==> src/rtl/alu_sequencer.sv <==
// Multi-cycle control FSM for the 16-bit datapath: runs one instruction per accepted
// run strobe and owns every bus-drive and register-load enable.
module alu_sequencer #(
  parameter int NREGS = 8,
  parameter int IW    = 16
) (
  input  logic             clk,
  input  logic             rst,
  input  logic             run,
  input  logic [IW-1:0]    instr,
  output logic             busy,
  output logic             done,
  output logic             err,
  output logic [NREGS-1:0] r_in,
  output logic [NREGS-1:0] r_out,
  output logic             din_out,
  output logic             acc_out,
  output logic             a_enable,
  output logic             acc_enable,
  output logic             addsub,
  output logic             xor_ctrl
);

  typedef enum logic [2:0] {
    S_IDLE, S_T1, S_T2, S_T3, S_DONE
  } state_e;

  typedef enum logic [2:0] {
    OP_MV  = 3'b000,
    OP_MVI = 3'b001,
    OP_ADD = 3'b010,
    OP_SUB = 3'b011,
    OP_XOR = 3'b100
  } opcode_e;

  // Only opcode, rx and ry are kept; instr[6:0] never reaches the outputs.
  localparam int IRW = 9;

  state_e          state_q, state_d;
  logic [IRW-1:0]  ir_q, ir_d;
  logic            err_q, err_d;

  opcode_e         op;
  logic [NREGS-1:0] rx_oh, ry_oh;
  logic            unused_instr_bits;

  assign unused_instr_bits = ^instr[IW-IRW-1:0];

  assign op    = opcode_e'(ir_q[8:6]);
  assign rx_oh = {{(NREGS-1){1'b0}}, 1'b1} << ir_q[5:3];
  assign ry_oh = {{(NREGS-1){1'b0}}, 1'b1} << ir_q[2:0];

  // NOTE: the instruction register is a plain control register, so it is reset like
  // the state; an abort must leave IR cleared, not holding the half-run instruction.
  always_ff @(posedge clk or negedge rst) begin
    if (!rst) begin
      state_q <= S_IDLE;
      ir_q    <= '0;
      err_q   <= 1'b0;
    end else begin
      // NOTE: non-blocking here so every register samples the pre-edge values.
      state_q <= state_d;
      ir_q    <= ir_d;
      err_q   <= err_d;
    end
  end

  // NOTE: every signal gets a default first, so no path through the case infers a latch.
  always_comb begin
    state_d    = state_q;
    ir_d       = ir_q;
    err_d      = err_q;
    busy       = (state_q != S_IDLE);
    done       = 1'b0;
    err        = err_q;
    r_in       = '0;
    r_out      = '0;
    din_out    = 1'b0;
    acc_out    = 1'b0;
    a_enable   = 1'b0;
    acc_enable = 1'b0;
    addsub     = 1'b0;
    xor_ctrl   = 1'b0;

    unique case (state_q)
      S_IDLE: begin
        if (run) begin
          ir_d    = instr[IW-1:IW-IRW];
          err_d   = 1'b0;
          state_d = S_T1;
        end
      end
      S_T1: begin
        case (op)
          OP_MV: begin
            r_out   = ry_oh;
            r_in    = rx_oh;
            state_d = S_DONE;
          end
          OP_MVI: begin
            din_out = 1'b1;
            r_in    = rx_oh;
            state_d = S_DONE;
          end
          OP_ADD, OP_SUB, OP_XOR: begin
            r_out    = rx_oh;
            a_enable = 1'b1;
            state_d  = S_T2;
          end
          default: begin
            err_d   = 1'b1;
            state_d = S_DONE;
          end
        endcase
      end
      S_T2: begin
        r_out      = ry_oh;
        acc_enable = 1'b1;
        addsub     = (op == OP_SUB);
        xor_ctrl   = (op == OP_XOR);
        state_d    = S_T3;
      end
      S_T3: begin
        acc_out = 1'b1;
        r_in    = rx_oh;
        state_d = S_DONE;
      end
      S_DONE: begin
        done    = 1'b1;
        state_d = S_IDLE;
      end
      default: state_d = S_IDLE;
    endcase
  end

endmodule

==> config.mk <==
export PLATFORM = sky130hd
export DESIGN_NAME = alu_sequencer
export DESIGN_NICKNAME = d
export VERILOG_FILES = /design/src/rtl/alu_sequencer.sv
export SDC_FILE = /design/constraint.sdc
export NUM_CORES = 1
export LEC_CHECK = 0
export ABC_AREA = 1
export CAP_MARGIN = 20
export CORE_ASPECT_RATIO = 0.7
export CORE_UTILIZATION = 45
export DETAILED_ROUTE_END_ITERATION = 8
export GPL_ROUTABILITY_DRIVEN = 0
export GPL_TIMING_DRIVEN = 0
export PLACE_DENSITY = 0.91
export SLEW_MARGIN = 20
export SYNTH_ARGS = -nofsm -noshare
export SYNTH_HDL_FRONTEND = slang
export SYNTH_SLANG_ARGS = --single-unit
==> constraint.sdc <==
create_clock -name clk -period 3.6 [get_ports clk]
set_input_delay 0.36 -clock clk [delete_from_list [all_inputs] [get_ports clk]]
set_output_delay 0.36 -clock clk [all_outputs]
set_load 0.02 [all_outputs]
=== After elaboration in Yosys (flattened, before gate mapping) ===
Cells that the tools add are included.
Widths: inputs -> output; s select.

* Register bits: 13
* Bits in latches: 0
* Bits in writable memories: 0
* Bits in read-only memories: 0
* Bits of input ports: 19
* Memories kept: 0

* Add/sub/neg operators: 0
* $mul: 0
* Div/mod/pow operators: 0
* Order comparisons: 0
* Equality and inequality tests: 10
* Shifts and indexed selects: 2
* Muxes and demuxes: 19
* Bitwise gates (word level): 0
* Reduce and logical (&&, ||, !) cells: 9

{| class="wikitable"
|+ Operator list
! cell !! count
|-
| $pmux 8 s2 || 3
|-
| $shl 1x3->8 const A || 2
|-
| $eq 3x2->1 const B || 4
|-
| $pmux 3 s4 || 1
|-
| $mux 1 || 11
|-
| $mux 8 || 1
|-
| $eq 3x1->1 const B || 2
|-
| $eq 3x3->1 const B || 2
|-
| $logic_not 3->1 || 2
|-
| $mux 3 || 2
|-
| $reduce_or 5->1 || 1
|-
| $ne 2x2->1 const B || 2
|-
| $reduce_and 3->1 || 1
|-
| $reduce_bool 3->1 || 1
|-
| $reduce_or 3->1 || 1
|-
| $pmux 1 s2 || 1
|-
| $reduce_and 2->1 || 1
|-
| $reduce_bool 2->1 || 1
|-
| $reduce_or 2->1 || 1
|}

=== Logic depth before layout (Yosys ltp) ===
Gate-level depths: netlist of run 1.

* Word-level depth: 4
* Depth in mapped cells: 7
* Depth with buffers taken out: 7

=== Least setup slack after synthesis of run 1 ===
OpenSTA, ideal clock, no wires.

* Path kind: register to output
* Start point: reg state_q[2]
* End point: out addsub
* Arrival: 1.213 ns
* Path slack: 2.027 ns
* Cell stages (with the launch flop): 4
* Path through: dfrtp_1 nor2_4 nand2_1 nor3_1

* Cells in the longest elaborated chain, start to end: 2

{| class="wikitable"
|+ Ends and longest elaborated chain
! item !! RTL line !! text
|-
| start: declaration || 39 || <nowiki>state_e state_q, state_d;</nowiki>
|-
| start signal: assignment || 62 || <nowiki>state_q <= state_d;</nowiki>
|-
| $eq 3x2->1 || 85 || <nowiki>unique case (state_q)</nowiki>
|-
| $mux 1 || 85 ||
|-
| end: declaration || 20 || <nowiki>output logic addsub,</nowiki>
|}

No other way between the ends.

=== Worst setup path after layout of run 1 ===
* Start point: reg ir_q[6]
* End point: out r_out[5]

* Cells in the longest elaborated chain, start to end: 4

{| class="wikitable"
|+ Ends and longest elaborated chain
! item !! RTL line !! text
|-
| start: declaration || 40 || <nowiki>logic [IRW-1:0] ir_q, ir_d;</nowiki>
|-
| start signal: assignment || 63 || <nowiki>ir_q <= ir_d;</nowiki>
|-
| $eq 3x2->1 or $eq 3x3->1 (tied branches) || 94 || <nowiki>case (op)</nowiki>
|-
| $reduce_or 3->1 || 94 ||
|-
| $pmux 8 s2 (*) || 94 ||
|-
| $pmux 8 s2 (*) || 85 ||
|-
| end: declaration || 15 || <nowiki>output logic [NREGS-1:0] r_out,</nowiki>
|}

Every way passes the cells marked *; elsewhere a longest branch is shown, timed or not.

==> results of run 1 <==
[per-layer routing]
layer,track usage (%),vias to the layer above
met5,0,-
met4,6.667,0
met3,6.854,4
met2,34.77,45
met1,30.51,520
li1,-,580
[worst max-delay path, delay by kind of cell, from the launching register on]
kind                   cells  cell delay, ns
flip-flops                 1            0.39
AND/OR/NAND/NOR            6            0.65
buffers and inverters      2            0.72
[Yosys cell counts]
cell type / count / area (um^2)
sky130_fd_sc_hd__buf_6: 1 / 11.26
sky130_fd_sc_hd__dfrtp_1: 13 / 325.3
sky130_fd_sc_hd__nand3b_1: 1 / 7.510
sky130_fd_sc_hd__a21oi_2: 9 / 78.83
sky130_fd_sc_hd__nor2_2: 4 / 25.02
sky130_fd_sc_hd__nand3_4: 1 / 17.52
sky130_fd_sc_hd__o21ai_0: 2 / 10.01
sky130_fd_sc_hd__nand3_1: 2 / 10.01
sky130_fd_sc_hd__nand2_1: 66 / 247.7
sky130_fd_sc_hd__nand2_2: 2 / 12.51
sky130_fd_sc_hd__nor3_1: 7 / 35.03
sky130_fd_sc_hd__o21ai_2: 1 / 8.760
sky130_fd_sc_hd__inv_1: 22 / 82.58
sky130_fd_sc_hd__inv_2: 2 / 7.510
sky130_fd_sc_hd__nand4_1: 1 / 6.260
sky130_fd_sc_hd__nor2_1: 30 / 112.6
sky130_fd_sc_hd__nor2_4: 2 / 22.52
[final cells by class]
cell class                 instances  area (um^2)  area share [%]
tap                               32        40.04           2.766
sequential                        13        325.3           22.47
clock buffer                       4        26.28           1.815
buffer                             1        11.26          0.7779
inverter                          24        90.09           6.223
multi-input combinational        128        594.3           41.05
timing repair buffer              36        360.3           24.89
[per-stage QoR]
stage | util (%) | cell area, um^2 | setup WS [ns] | cells
finish | 67.74 | 1448 | 1.191 | 238
global route | 67.74 | 1448 | 1.041 | 238
CTS | 67.74 | 1448 | 1.202 | 238
detailed placement | 66.51 | 1421 | 1.521 | 234
global placement | 66.51 | 1421 | 1.558 | 234
floorplan | - | 1021 | 2.027 | 166
[final timing paths]
check | startpoint | depth (start not counted) | to | slack, ns
worst max-delay path | ir_q[6]$_DFFE_PN0P_ | 8 | r_out[5] | 1.19
worst min-delay path | rst | 1 | state_q[0]$_DFFE_PN0P_ | 0.45
worst max register to register | state_q[2]$_DFFE_PN0P_ | 5 | ir_q[7]$_DFFE_PN0P_ | 2.33
worst min register to register | err$_DFFE_PN0P_ | 2 | err$_DFFE_PN0P_ | 0.48
max in group asynchronous | rst | 1 | ir_q[1]$_DFFE_PN0P_ | 2.76
min in group clk | err$_DFFE_PN0P_ | 2 | err$_DFFE_PN0P_ | 0.48
[power by group through the flow]
stage | Combinational (mW) | Sequential [mW] | Clock (mW)
2_1_floorplan | 0.460 | 0.291 | 0
3_3_place_gp | 0.632 | 0.297 | 0
3_5_place_dp | 0.651 | 0.302 | 0
4_1_cts | 0.657 | 0.299 | 0.0963
5_1_grt | 0.729 | 0.314 | 0.100
6_report | 0.657 | 0.301 | 0.0923
[flip-flops by register name, indices dropped and copies added, names as in the netlist]
| signal | cells |
|---|---|
| ir_q | 9 |
| state_q | 3 |
| err | 1 |
[logic make-up after synthesis]
group	Yosys count
and+or+nand+nor	116
DFF	13
buffers and inverters	25
AOI/OAI and AO/OA	12
[cells in the final DEF, fill, tap and decap left out, drive strengths merged, types with 3 or more instances in the layout]
cell,Yosys,layout
clkbuf,0,4
nor2,36,36
clkdlybuf4s50,0,36
nand2,68,68
a21oi,9,9
nand3,3,3
o21ai,3,3
dfrtp,13,13
inv,24,24
nor3,7,7
==> run_summary.xml, run 1 <==
<?xml version="1.0" encoding="UTF-8"?>
<metrics>
  <group name="drt">
    <metric name="route.met3.wl" unit="um">171</metric>
    <metric name="antenna_violating_nets_post_route" unit="">0</metric>
    <metric name="finalWirelength" unit="um">2500</metric>
    <metric name="vias" unit="">1149</metric>
    <metric name="route.top_layer_used" unit="">met4</metric>
    <metric name="drt-vias-per-instance" unit="">4.828</metric>
    <metric name="detailroute.wirelength.met2" unit="um">1164</metric>
    <metric name="avgRoutedWirePerCell" unit="um">10.50</metric>
    <metric name="detail_route.first_pass.iterations" unit="">4</metric>
    <metric name="detail_route.drc_violations" unit="">0</metric>
    <metric name="drt-met1-wl" unit="um">1138</metric>
    <metric name="drt_first_iter_violations" unit="">36</metric>
  </group>
  <group name="global_routing">
    <metric name="antenna_found_initial" unit="">0</metric>
    <metric name="grt_use_total" unit="%">22.62</metric>
    <metric name="first_global_vias" unit="">965</metric>
    <metric name="grt_pass1_wl" unit="um">4188</metric>
    <metric name="global_route.overflow_total" unit="">0</metric>
    <metric name="pin_count_of_the_biggest_net_entering_global_routing" unit="">14</metric>
  </group>
  <group name="die">
    <metric name="die_height" unit="um">41.85</metric>
    <metric name="die_width" unit="um">58.93</metric>
    <metric name="i_o_pin_cnt" unit="">44</metric>
    <metric name="core" unit="um^2">2137</metric>
    <metric name="floorplan.initialDensity" unit="%">47.78</metric>
    <metric name="fp-row-count" unit="">14</metric>
    <metric name="die_area" unit="um^2">2466</metric>
  </group>
  <group name="logic_synthesis">
    <metric name="sequential_area_share_after_synthesis" unit="%">31.86</metric>
    <metric name="synth_fa_ha_area_share" unit="%">0</metric>
    <metric name="synth_area" unit="um^2">1021</metric>
    <metric name="post_synth_xor_area_fraction" unit="%">0</metric>
    <metric name="synth-compound-area-share" unit="%">9.559</metric>
    <metric name="synth-warning-count" unit="">0</metric>
    <metric name="synth_fp_nets" unit="">185</metric>
    <metric name="ys_ff_latch" unit="">13</metric>
    <metric name="synthSimpleGateAreaFrac" unit="%">48.65</metric>
    <metric name="synth_top_family_by_area" unit="">simple AND/OR/NAND/NOR gates</metric>
    <metric name="synth.lib_cells_used.distinct" unit="">17</metric>
    <metric name="avg_inst_size_synth" unit="um^2">6.150</metric>
    <metric name="synth_mux_area_share" unit="%">0</metric>
    <metric name="number_of_standard_cells_after_synthesis" unit="">166</metric>
  </group>
  <group name="timing">
    <metric name="finalCritPeriodShare" unit="%">66.92</metric>
    <metric name="hold-worst-slack" unit="ns">0.4496</metric>
    <metric name="clock.fmax" unit="MHz">415.1</metric>
    <metric name="timing_max_transition_violations_final" unit="">0</metric>
    <metric name="final_setup_violation_count" unit="">0</metric>
    <metric name="fin_setup_tns" unit="ns">0</metric>
    <metric name="period_needed" unit="ns">2.409</metric>
    <metric name="final_hold_viol_count" unit="">0</metric>
    <metric name="finalClockSkew" unit="ns">0.001616</metric>
    <metric name="tightestPinTransition" unit="ns">0.5944</metric>
    <metric name="timing.max_slew.rel_slack" unit="%">60.25</metric>
    <metric name="setup_repair_after_global_routing_missed_its_margin" unit="">false</metric>
  </group>
  <group name="placed_design">
    <metric name="detailedPlacementHpwl" unit="um">1975</metric>
    <metric name="port-buffer-count" unit="">36</metric>
  </group>
  <group name="clock_tree">
    <metric name="clock_tree.buffer_depth" unit="">2</metric>
    <metric name="cts.reportedPaths.clkPinSlew" unit="ns">0.08</metric>
    <metric name="clkSinkCount" unit="">13</metric>
    <metric name="cts_inserted_buffers" unit="">3</metric>
    <metric name="cts-resized-gates" unit="">0</metric>
    <metric name="ctsHtreeMaxLevel" unit="">1</metric>
    <metric name="number_of_buffers_added_for_setup_after_cts" unit="">0</metric>
    <metric name="cts_tree" unit="">built</metric>
    <metric name="hold_buffers" unit="">0</metric>
    <metric name="worstSkewPairLatency" unit="ns">0.28</metric>
    <metric name="clock-root-buffer" unit="">sky130_fd_sc_hd__clkbuf_4</metric>
  </group>
  <group name="critical_path">
    <metric name="path_cells" unit="">inv_1 &gt; nand2_1 &gt; nor2_2 &gt; nand2_1 &gt; nand2_1 &gt; nand2_1 &gt; nand2_1 &gt; clkdlybuf4s50_1</metric>
    <metric name="cp-end-kind" unit="">primary output</metric>
    <metric name="slowest_library_cell_on_the_worst_path" unit="">sky130_fd_sc_hd__clkdlybuf4s50_1</metric>
    <metric name="slowest_delay" unit="ns">0.59</metric>
    <metric name="critPathMaxFanout" unit="">8</metric>
    <metric name="cp-start-kind" unit="">flop</metric>
    <metric name="crit_type" unit="">flop to primary output</metric>
    <metric name="worst_path_most_repeated_cell" unit="">sky130_fd_sc_hd__nand2_1</metric>
    <metric name="worstPathArrival" unit="ns">2.05</metric>
    <metric name="worstPathRequired" unit="ns">3.24</metric>
  </group>
  <group name="pwr">
    <metric name="comb_power_share" unit="%">62.6</metric>
    <metric name="static_leakage" unit="nW">0.6924</metric>
    <metric name="max-vdd-ir-drop" unit="V">0.0003377</metric>
    <metric name="clock_power_share" unit="%">8.8</metric>
    <metric name="sw_frac_of_total" unit="%">52.55</metric>
    <metric name="total_power_divided_by_cell_area" unit="nW/um^2">725.5</metric>
    <metric name="total_power" unit="mW">1.050</metric>
    <metric name="p_switching" unit="mW">0.5519</metric>
    <metric name="cellInternalPower" unit="mW">0.4984</metric>
    <metric name="p_seq_share" unit="%">28.6</metric>
  </group>
  <group name="layout">
    <metric name="finish.net_count" unit="">226</metric>
    <metric name="layout-area-overhead-vs-synth" unit="%">41.79</metric>
    <metric name="count_of_antenna_diodes_in_the_layout" unit="">0</metric>
    <metric name="layout-drive-gt1-share" unit="%">12.14</metric>
    <metric name="layout.filler_cells" unit="">204</metric>
  </group>
  <group name="min_path">
    <metric name="worst_hold_path_type" unit="">input port to asynchronous set/reset pin</metric>
  </group>
  <group name="run">
    <metric name="max_cap_viol_count" unit="">0</metric>
  </group>
  <group name="outcome">
    <metric name="run_status" unit="">finished clean</metric>
  </group>
</metrics>
Note: power is estimated with default switching activity, not from simulation.
==> inputs of run 2 (changes only) <==
--- a/config.mk
+++ b/config.mk
@@ -8,11 +8,11 @@
 export ABC_AREA = 1
 export CAP_MARGIN = 20
 export CORE_ASPECT_RATIO = 0.7
-export CORE_UTILIZATION = 45
+export CORE_UTILIZATION = 42
 export DETAILED_ROUTE_END_ITERATION = 8
 export GPL_ROUTABILITY_DRIVEN = 0
 export GPL_TIMING_DRIVEN = 0
-export PLACE_DENSITY = 0.91
+export PLACE_DENSITY = 0.86
 export SLEW_MARGIN = 20
 export SYNTH_ARGS = -nofsm -noshare
 export SYNTH_HDL_FRONTEND = slang
==> constraint.sdc (replaced) <==
create_clock -name clk -period 2.5 [get_ports clk]
set_input_delay 0.25 -clock clk [delete_from_list [all_inputs] [get_ports clk]]
set_output_delay 0.25 -clock clk [all_outputs]
set_load 0.02 [all_outputs]
==> run_summary.xml, run 2 (synthesis results as in run 1) <==
<?xml version="1.0" encoding="UTF-8"?>
<metrics>
  <group name="global_routing">
    <metric name="grt_use_total" unit="%">22.16</metric>
    <metric name="met2_resource_use_gr" unit="%">37.80</metric>
    <metric name="grt_pass1_wl" unit="um">4174</metric>
    <metric name="met1_usage" unit="%">27.92</metric>
    <metric name="first_global_vias" unit="">1001</metric>
    <metric name="antenna_found_initial" unit="">0</metric>
    <metric name="pin_count_of_the_biggest_net_entering_global_routing" unit="">14</metric>
    <metric name="grtUsageMet3" unit="%">7.317</metric>
    <metric name="global_route.peak_usage_layer" unit="">met2</metric>
    <metric name="global_route.overflow_total" unit="">0</metric>
  </group>
  <group name="layout">
    <metric name="largest_register" unit="">ir_q</metric>
    <metric name="layout.cells.most_common" unit="">sky130_fd_sc_hd__nand2_1</metric>
    <metric name="largest_reg_flops" unit="">9</metric>
    <metric name="area_taken_by_multi_input_logic_gates" unit="um^2">594.3</metric>
    <metric name="layout-drive-gt1-share" unit="%">12.14</metric>
    <metric name="finish.net_count" unit="">226</metric>
    <metric name="count_of_antenna_diodes_in_the_layout" unit="">0</metric>
    <metric name="ff_latch_area" unit="um^2">325.3</metric>
    <metric name="layout.filler_cells" unit="">210</metric>
    <metric name="layout-area-overhead-vs-synth" unit="%">41.79</metric>
    <metric name="mostFrequentLayoutCells" unit="">66 x sky130_fd_sc_hd__nand2_1, 36 x sky130_fd_sc_hd__clkdlybuf4s50_1, 30 x sky130_fd_sc_hd__nor2_1, 22 x sky130_fd_sc_hd__inv_1, 13 x sky130_fd_sc_hd__dfrtp_1</metric>
  </group>
  <group name="timing">
    <metric name="period_needed" unit="ns">2.333</metric>
    <metric name="final_hold_viol_count" unit="">0</metric>
    <metric name="setup_repair_after_global_routing_missed_its_margin" unit="">false</metric>
    <metric name="finalClockSkew" unit="ns">0.0007120</metric>
    <metric name="final_setup_violation_count" unit="">0</metric>
    <metric name="tightestPinTransition" unit="ns">0.6070</metric>
    <metric name="fin_setup_tns" unit="ns">0</metric>
    <metric name="clock.fmax" unit="MHz">428.7</metric>
    <metric name="timing.max_slew.rel_slack" unit="%">59.41</metric>
    <metric name="timing_max_transition_violations_final" unit="">0</metric>
    <metric name="finalCritPeriodShare" unit="%">93.30</metric>
  </group>
  <group name="clock_tree">
    <metric name="clock-root-buffer" unit="">sky130_fd_sc_hd__clkbuf_4</metric>
    <metric name="hold_buffers" unit="">0</metric>
    <metric name="clkSinkCount" unit="">13</metric>
    <metric name="clock_tree.buffer_depth" unit="">2</metric>
    <metric name="ctsHtreeMaxLevel" unit="">1</metric>
    <metric name="cts-resized-gates" unit="">0</metric>
    <metric name="cts.reportedPaths.clkPinSlew" unit="ns">0.08</metric>
    <metric name="worstSkewPairLatency" unit="ns">0.28</metric>
    <metric name="number_of_buffers_added_for_setup_after_cts" unit="">0</metric>
    <metric name="cts_inserted_buffers" unit="">3</metric>
    <metric name="cts_tree" unit="">built</metric>
  </group>
  <group name="die">
    <metric name="die_height" unit="um">43.25</metric>
    <metric name="fp-row-count" unit="">14</metric>
    <metric name="die_width" unit="um">60.93</metric>
    <metric name="core" unit="um^2">2225</metric>
    <metric name="floorplan.initialDensity" unit="%">45.89</metric>
    <metric name="i_o_pin_cnt" unit="">44</metric>
    <metric name="die_area" unit="um^2">2635</metric>
  </group>
  <group name="critical_path">
    <metric name="critPathMaxFanout" unit="">9</metric>
    <metric name="cp-end-kind" unit="">primary output</metric>
    <metric name="worstPathArrival" unit="ns">2.08</metric>
    <metric name="worstPathRequired" unit="ns">2.25</metric>
    <metric name="cp-start-kind" unit="">flop</metric>
    <metric name="crit_type" unit="">flop to primary output</metric>
  </group>
  <group name="min_path">
    <metric name="worst_hold_path_type" unit="">input port to asynchronous set/reset pin</metric>
  </group>
  <group name="pwr">
    <metric name="max-vdd-ir-drop" unit="V">0.0005806</metric>
    <metric name="static_leakage" unit="nW">0.6924</metric>
    <metric name="total_power" unit="mW">1.525</metric>
    <metric name="total_power_divided_by_cell_area" unit="nW/um^2">1054</metric>
  </group>
  <group name="drt">
    <metric name="avgRoutedWirePerCell" unit="um">11.07</metric>
    <metric name="finalWirelength" unit="um">2635</metric>
    <metric name="detail_route.drc_violations" unit="">0</metric>
    <metric name="drt-vias-per-instance" unit="">4.849</metric>
    <metric name="drt_first_iter_violations" unit="">33</metric>
    <metric name="detail_route.first_pass.iterations" unit="">4</metric>
    <metric name="antenna_violating_nets_post_route" unit="">0</metric>
    <metric name="vias" unit="">1154</metric>
  </group>
  <group name="placed_design">
    <metric name="detailedPlacementHpwl" unit="um">2092</metric>
    <metric name="port-buffer-count" unit="">36</metric>
  </group>
  <group name="run">
    <metric name="max_cap_viol_count" unit="">0</metric>
  </group>
  <group name="outcome">
    <metric name="run_status" unit="">finished clean</metric>
  </group>
</metrics>
[run 2: cell counts in the layout (fill, tap and decap cells not counted)]
Identical to the previous run, type by type.
[run 2: layer usage]
layer / wire length, um / up-vias
met5: 0 / -
met4: 6 / 0
met3: 204 / 2
met2: 1283 / 44
met1: 1142 / 524
li1: - / 584
[run 2: layout make-up]
type / count / share of cell area (%)
flip-flops and latches: 13 / 22.47
multi-input cells: 128 / 41.05
well taps: 32 / 2.766
repair buffers: 36 / 24.89
clock buffers: 4 / 1.815
inverters: 24 / 6.223
plain buffers: 1 / 0.7779
[run 2: final timing paths]
check                                             from                      to  slack (ns)  cells after the start
worst min register to register         err$_DFFE_PN0P_         err$_DFFE_PN0P_        0.48                      2
min in group clk                       err$_DFFE_PN0P_         err$_DFFE_PN0P_        0.48                      2
worst min-delay path                               rst  state_q[0]$_DFFE_PN0P_        0.35                      1
max in group asynchronous                          rst     ir_q[8]$_DFFE_PN0P_        1.76                      1
worst max-delay path            state_q[2]$_DFFE_PN0P_                r_out[4]        0.17                      6
worst max register to register  state_q[1]$_DFFE_PN0P_         err$_DFFE_PN0P_        1.22                      6
[run 2: per-stage QoR]
step	utilization [%]	instance area, um^2	hold slack (ns)	worst slack (ns)	cells
after CTS	65.07	1448	0.3620	0.1898	238
after floorplan	-	1021	-0.04559	1.037	166
after global routing	65.07	1448	0.3948	0.07207	238
after detailed placement	63.89	1421	0.4678	0.5338	234
final	65.07	1448	0.3470	0.1675	238
after global placement	63.89	1421	0.4577	0.5463	234
[run 2: critical path, stage by stage (launching register included)]
cell	delay (ns)
sky130_fd_sc_hd__dfrtp_1	0.47
sky130_fd_sc_hd__nor2_4	0.22
sky130_fd_sc_hd__nand2_1	0.17
sky130_fd_sc_hd__inv_2	0.18
sky130_fd_sc_hd__nand2_1	0.07
sky130_fd_sc_hd__nand2_1	0.09
sky130_fd_sc_hd__clkdlybuf4s50_1	0.60
[run 2: report_power, final]
group	leakage, nW	switching (mW)	internal, mW
clock	0.0150	0.0726	0.0619
combinational	0.528	0.609	0.345
sequential	0.149	0.126	0.311
